$ cat config.mk
export PLATFORM = sky130hd
export DESIGN_NAME = or32_bus_align
export DESIGN_NICKNAME = d
export VERILOG_FILES = /design/src/rtl/or32_bus_pkg.sv /design/src/rtl/or32_lane_steer.sv /design/src/rtl/or32_bus_align.sv
export SDC_FILE = /design/constraint.sdc
export NUM_CORES = 1
export LEC_CHECK = 0
export CAP_MARGIN = 10
export CORE_MARGIN = 2
export CORE_UTILIZATION = 40
export CTS_CLUSTER_DIAMETER = 100
export DETAILED_ROUTE_END_ITERATION = 16
export SKIP_LAST_GASP = 1
export SYNTH_ARGS = -nofsm -noshare
export SYNTH_HDL_FRONTEND = slang
export SYNTH_HIERARCHICAL = 1
export SYNTH_SLANG_ARGS = --single-unit
$ cat constraint.sdc
create_clock -name i_clk -period 3.1 [get_ports i_clk]
set_input_delay 0.93 -clock i_clk [delete_from_list [all_inputs] [get_ports i_clk]]
set_output_delay 0.93 -clock i_clk [all_outputs]
set_load 0.005 [all_outputs]
$ cat src/rtl/or32_bus_pkg.sv
// or32_bus_pkg: shared state encoding and core write-mask constants for the or32 bus aligner.
package or32_bus_pkg;
  typedef enum logic [1:0] {IDLE, WAIT1, WAIT2} state_e;
  localparam logic [3:0] WE_LOAD = 4'h0;
  localparam logic [3:0] WE_BYTE = 4'h1;
  localparam logic [3:0] WE_WORD = 4'hF;
endpackage

$ cat src/rtl/or32_lane_steer.sv
// or32_lane_steer: byte enables and lane-shifted write data for one half of a core access.
module or32_lane_steer
  import or32_bus_pkg::*;
(
  input  logic [1:0]  i_off,
  input  logic [3:0]  i_we,
  input  logic [31:0] i_dat,
  input  logic        i_second,
  output logic [3:0]  o_mem_we,
  output logic [31:0] o_mem_dat_w
);
  logic [63:0] wide;
  logic [7:0]  mask;
  // upper halves of wide/mask are exactly the spill-over into the next word
  always_comb begin
    wide        = {32'h0, i_dat} << {i_off, 3'b000};
    mask        = 8'h0F << i_off;
    o_mem_we    = i_we == WE_LOAD ? 4'h0 :
                  i_we == WE_BYTE ? 4'b0001 << i_off :
                  i_second        ? mask[7:4] : mask[3:0];
    o_mem_dat_w = i_we == WE_BYTE ? {4{i_dat[7:0]}} :
                  i_second        ? wide[63:32] : wide[31:0];
  end
endmodule

$ cat src/rtl/or32_bus_align.sv
// or32_bus_align: splits core byte-addressed requests into one or two word-aligned memory accesses
// and returns a single acknowledge with little-endian reassembled read data.
module or32_bus_align
  import or32_bus_pkg::*;
#(
  parameter bit SPLIT_UNALIGNED = 1'b1
) (
  input  logic        i_clk,
  input  logic        i_rst_n,
  input  logic [31:0] i_addr,
  input  logic [31:0] i_dat_w,
  input  logic [3:0]  i_we,
  input  logic        i_stb,
  output logic [31:0] o_dat_r,
  output logic        o_ack,
  output logic [31:0] o_mem_addr,
  output logic [31:0] o_mem_dat_w,
  output logic [3:0]  o_mem_we,
  output logic        o_mem_stb,
  input  logic [31:0] i_mem_dat_r,
  input  logic        i_mem_ack
);
  state_e      state_q, state_d;
  logic [31:0] dat_q, dat_d, lo_q, lo_d, dat_r_q, dat_r_d;
  logic [31:0] mem_addr_q, mem_addr_d, mem_dat_w_q, mem_dat_w_d;
  logic [3:0]  we_q, we_d, mem_we_q, mem_we_d;
  logic [1:0]  off_q, off_d, in_off, st_off;
  logic        ack_q, ack_d, mem_stb_q, mem_stb_d;
  logic [3:0]  st_we, st_mem_we;
  logic [31:0] st_dat, st_mem_dat_w, joined;
  logic        st_second, need2;
  // without splitting, word data ignores the offset but a byte store still picks its lane
  assign in_off    = (SPLIT_UNALIGNED || i_we == WE_BYTE) ? i_addr[1:0] : 2'b00;
  assign st_second = state_q != IDLE;
  assign st_off    = st_second ? off_q : in_off;
  assign st_we     = st_second ? we_q : i_we;
  assign st_dat    = st_second ? dat_q : i_dat_w;
  assign need2     = SPLIT_UNALIGNED && off_q != 2'b00 && we_q != WE_BYTE;
  assign joined    = 32'({i_mem_dat_r, lo_q} >> {off_q, 3'b000});

  or32_lane_steer u_steer (
    .i_off       (st_off),
    .i_we        (st_we),
    .i_dat       (st_dat),
    .i_second    (st_second),
    .o_mem_we    (st_mem_we),
    .o_mem_dat_w (st_mem_dat_w)
  );

  always_comb begin
    state_d     = state_q;
    dat_d       = dat_q;
    lo_d        = lo_q;
    we_d        = we_q;
    off_d       = off_q;
    dat_r_d     = dat_r_q;
    mem_addr_d  = mem_addr_q;
    mem_dat_w_d = mem_dat_w_q;
    mem_we_d    = mem_we_q;
    ack_d       = 1'b0;
    mem_stb_d   = 1'b0;
    case (state_q)
      IDLE: if (i_stb) begin
        off_d       = in_off;
        we_d        = i_we;
        dat_d       = i_dat_w;
        mem_addr_d  = {i_addr[31:2], 2'b00};
        mem_we_d    = st_mem_we;
        mem_dat_w_d = st_mem_dat_w;
        mem_stb_d   = 1'b1;
        state_d     = WAIT1;
      end
      WAIT1: if (i_mem_ack) begin
        if (need2) begin
          lo_d        = i_mem_dat_r;
          mem_addr_d  = mem_addr_q + 32'd4;
          mem_we_d    = st_mem_we;
          mem_dat_w_d = st_mem_dat_w;
          mem_stb_d   = 1'b1;
          state_d     = WAIT2;
        end else begin
          dat_r_d = i_mem_dat_r;
          ack_d   = 1'b1;
          state_d = IDLE;
        end
      end
      WAIT2: if (i_mem_ack) begin
        dat_r_d = joined;
        ack_d   = 1'b1;
        state_d = IDLE;
      end
      default: state_d = IDLE;
    endcase
  end

  always_ff @(posedge i_clk or negedge i_rst_n) begin
    if (!i_rst_n) begin
      state_q     <= IDLE;
      dat_q       <= '0;
      lo_q        <= '0;
      we_q        <= '0;
      off_q       <= '0;
      dat_r_q     <= '0;
      mem_addr_q  <= '0;
      mem_dat_w_q <= '0;
      mem_we_q    <= '0;
      ack_q       <= 1'b0;
      mem_stb_q   <= 1'b0;
    end else begin
      state_q     <= state_d;
      dat_q       <= dat_d;
      lo_q        <= lo_d;
      we_q        <= we_d;
      off_q       <= off_d;
      dat_r_q     <= dat_r_d;
      mem_addr_q  <= mem_addr_d;
      mem_dat_w_q <= mem_dat_w_d;
      mem_we_q    <= mem_we_d;
      ack_q       <= ack_d;
      mem_stb_q   <= mem_stb_d;
    end
  end

  assign o_dat_r     = dat_r_q;
  assign o_ack       = ack_q;
  assign o_mem_addr  = mem_addr_q;
  assign o_mem_dat_w = mem_dat_w_q;
  assign o_mem_we    = mem_we_q;
  assign o_mem_stb   = mem_stb_q;
endmodule

==> metrics.yaml <==
outcome: "finished clean"
finalPower_mw: 14.89
grt_setup_unrepaired: "no"
clock_latency_ns: 0.44
slew_viol_final: 0
place_hpwl_um: 20490
clockRootBuffer: "clkbuf_16"
die_x_um: 163.0
syn_inst: 949
fin_skew_ns: 0.01452
r2r-end: "o_mem_dat_w[6]"
ff2ff_setup_slack_ns: 0.41
grt.overflow.total: 0
firstDrtPassIters: 6
drv_cap: 0
crit_required_ns: 3.48
grt_max_degree: 65
syn-cell-area_um2: 10110
synth_warnings: 6
drc: 0
maxSlewHeadroom: 0.5831
final_common_cell: "clkdlybuf4s50_1"
async_flop_share: 1.000
post-cts-setup-buffers: 0
synth-seq-cells: 172
fillerInstances: 2276
p_leak_nw: 5.313
period_share: 0.8688
avgSynthCellArea_um2: 10.65
clock.fmax_ghz: 0.3713
vias: 8201
clkTransAtPathRegs_ns: 0.08
hold_viol_final: 0
dr.first_iter.drc_count: 596
postRouteAntennaNets: 0
grt_pass1_vias: 7990
dieHeight_um: 163.0
grt_usage: 0.2178
start_util: 0.4050
reg2reg_from: "state_q[1]"
place.gp.congestion: 0.8648
period_minus_slack_ns: 2.693
synth_edf_count: 0
synthDistinctLibCells: 67
ios: 206
hold_buffers: 0
ys_seq_area_frac: 0.4257
cp-end-kind: "register"
worst_slew_pin_slew_ns: 0.6241
h-tree-depth: 4
numCtsBuffers: 17
antenna_found_initial: 3
die-area_um2: 26560
setup_viol: 0
nets: 1244
portBuffers: 203
final_cell_mix: "clkdlybuf4s50_1 (202), dfrtp_1 (171), nand2_1 (144)"
wirelength_um: 28620
clk_path_buf_depth: 2
hp-class: "in2async"
core_um2: 24960
irDropWorstVdd_mv: 0.4878
cts_tree: "yes"
post_drt_wl_per_cell_um: 19.34
grt_pass1_wl_um: 45080
start_kind: "register"
final_layout_size_suffix_gt1_frac: 0.2298
rows: 58
viasPerCell: 5.541
power-per-cell-area_nw_per_um2: 1129
crit_path_max_fanout: 19
finalSetupTns_ns: 0
r2r_cells: 9
cts.sinks: 172
cts_resized: 0
crit_type: "reg2reg"
ys.flop_type: "dfrtp_1"
syn_to_final_growth_pct: 30.52
cp.arrival_ns: 3.07
cell families (layout without fill, tap and decap cells):
| family | Yosys count | after routing | synth area share |
|---|---|---|---|
| other cells | 1 | 3 | 0.0003709 |
| buf+inv | 83 | 282 | 0.03899 |
| simple gates | 304 | 304 | 0.1418 |
| mux | 212 | 212 | 0.2677 |
| fa+ha+maj | 4 | 4 | 0.004951 |
| compound gates | 170 | 170 | 0.1178 |
| flops | 172 | 172 | 0.4257 |
| xor+xnor | 3 | 3 | 0.002599 |
worst max path at each step:
stage / start / endpoint / slack (ns) / depth (start not counted)
floorplan: state_q[1] / o_mem_dat_w[21] / 0.54 / 11
global placement: i_stb / o_mem_dat_w[1] / 0.15 / 7
detailed placement: i_mem_ack / o_mem_addr[22] / 0.10 / 8
CTS: state_q[0] / o_mem_dat_w[6] / 0.45 / 9
global route: state_q[1] / o_mem_dat_w[6] / 0.24 / 9
finish: state_q[1] / o_mem_dat_w[6] / 0.41 / 9
sequential cells by signal (all words and copies together) (netlist names):
signal and flops:
lo_q 32, state_q 2, o_mem_addr 30, o_mem_we 4, o_mem_stb 1, o_mem_dat_w 32, dat_q 32, o_dat_r 32
o_ack 1, we_q 4, off_q 2
power breakdown:
group | total [mW] | internal, mW | switching [mW]
Combinational | 8.47 | 4.42 | 4.05
Sequential | 4.22 | 3.35 | 0.869
Clock | 2.21 | 1.16 | 1.05
Total | 14.9 | 8.92 | 5.97
routing by layer:
layer  share of wire  wire length, µm  GRT usage
met5          0.0010               29          0
met2            0.46            13240     0.3396
met3           0.060             1731    0.04278
met1            0.45            12990     0.3074
met4           0.022              632    0.06718
cell type report:
class	instances	area [µm²]	share of cell area
Inverter	11	41.29	0.003129
Multi-Input combinational cell	695	5450	0.4130
Clock buffer	17	425.4	0.03224
Tap cell	330	412.9	0.03129
Timing Repair Buffer	239	2391	0.1812
Antenna cell	1	2.502	0.0001896
Sequential cell	172	4305	0.3263
Clock inverter	15	166.4	0.01261
Yosys cell counts, types with 2 or more instances:
library cell | instances | share of area
and3_1 | 10 | 0.0062
mux2_2 | 132 | 0.15
nand4_1 | 9 | 0.0056
nand3_1 | 28 | 0.014
nor3b_1 | 3 | 0.0022
mux4_1 | 5 | 0.013
buf_1 | 6 | 0.0022
nor4bb_1 | 2 | 0.0020
a21oi_1 | 53 | 0.026
nor3_1 | 13 | 0.0064
nand2_1 | 144 | 0.053
inv_1 | 11 | 0.0041
a21oi_2 | 8 | 0.0069
buf_2 | 18 | 0.0089
a31oi_1 | 8 | 0.0050
clkbuf_1 | 38 | 0.014
a22oi_1 | 20 | 0.015
nor3_2 | 2 | 0.0020
o31ai_1 | 2 | 0.0015
or4_1 | 5 | 0.0037
or3_1 | 2 | 0.0012
a32oi_1 | 6 | 0.0052
mux2i_1 | 48 | 0.048
a311oi_1 | 4 | 0.0035
and4_1 | 3 | 0.0026
ha_1 | 4 | 0.0050
buf_4 | 4 | 0.0030
o2bb2ai_2 | 8 | 0.012
dfrtp_1 | 172 | 0.43
o22ai_1 | 4 | 0.0025
and2_1 | 4 | 0.0025
a221o_1 | 7 | 0.0069
o21ai_0 | 31 | 0.015
buf_6 | 6 | 0.0067
nor2_1 | 62 | 0.023
o31a_1 | 2 | 0.0017
o22a_1 | 2 | 0.0017
o311ai_0 | 3 | 0.0026
xnor2_1 | 2 | 0.0017
a211oi_1 | 2 | 0.0015
nor2b_1 | 3 | 0.0019
mux4_2 | 27 | 0.060
nand2_2 | 2 | 0.0012
stage by stage:
step	worst slack [ns]	util	area, µm²	cells	hold slack, ns
2_1_floorplan	0.5445	-	10110	950	0.4698
3_3_place_gp	0.1534	0.5048	12600	1447	0.4624
3_5_place_dp	0.1043	0.5048	12600	1447	0.4616
4_1_cts	0.4453	0.5285	13190	1479	0.4687
5_1_grt	0.2410	0.5286	13200	1480	0.4743
6_report	0.4067	0.5286	13200	1480	0.4420
worst max-delay path, cell delays in order (launching register included):
cell and delay, ns:
dfrtp_1 0.39, inv_1 0.11, ha_2 0.32, buf_4 0.21
mux2_2 0.51, nor2b_1 0.56, a22oi_1 0.24, o2bb2ai_2 0.18
nand2_1 0.06, nand2_1 0.06
No activity file was read; power rests on OpenSTA's default activity.
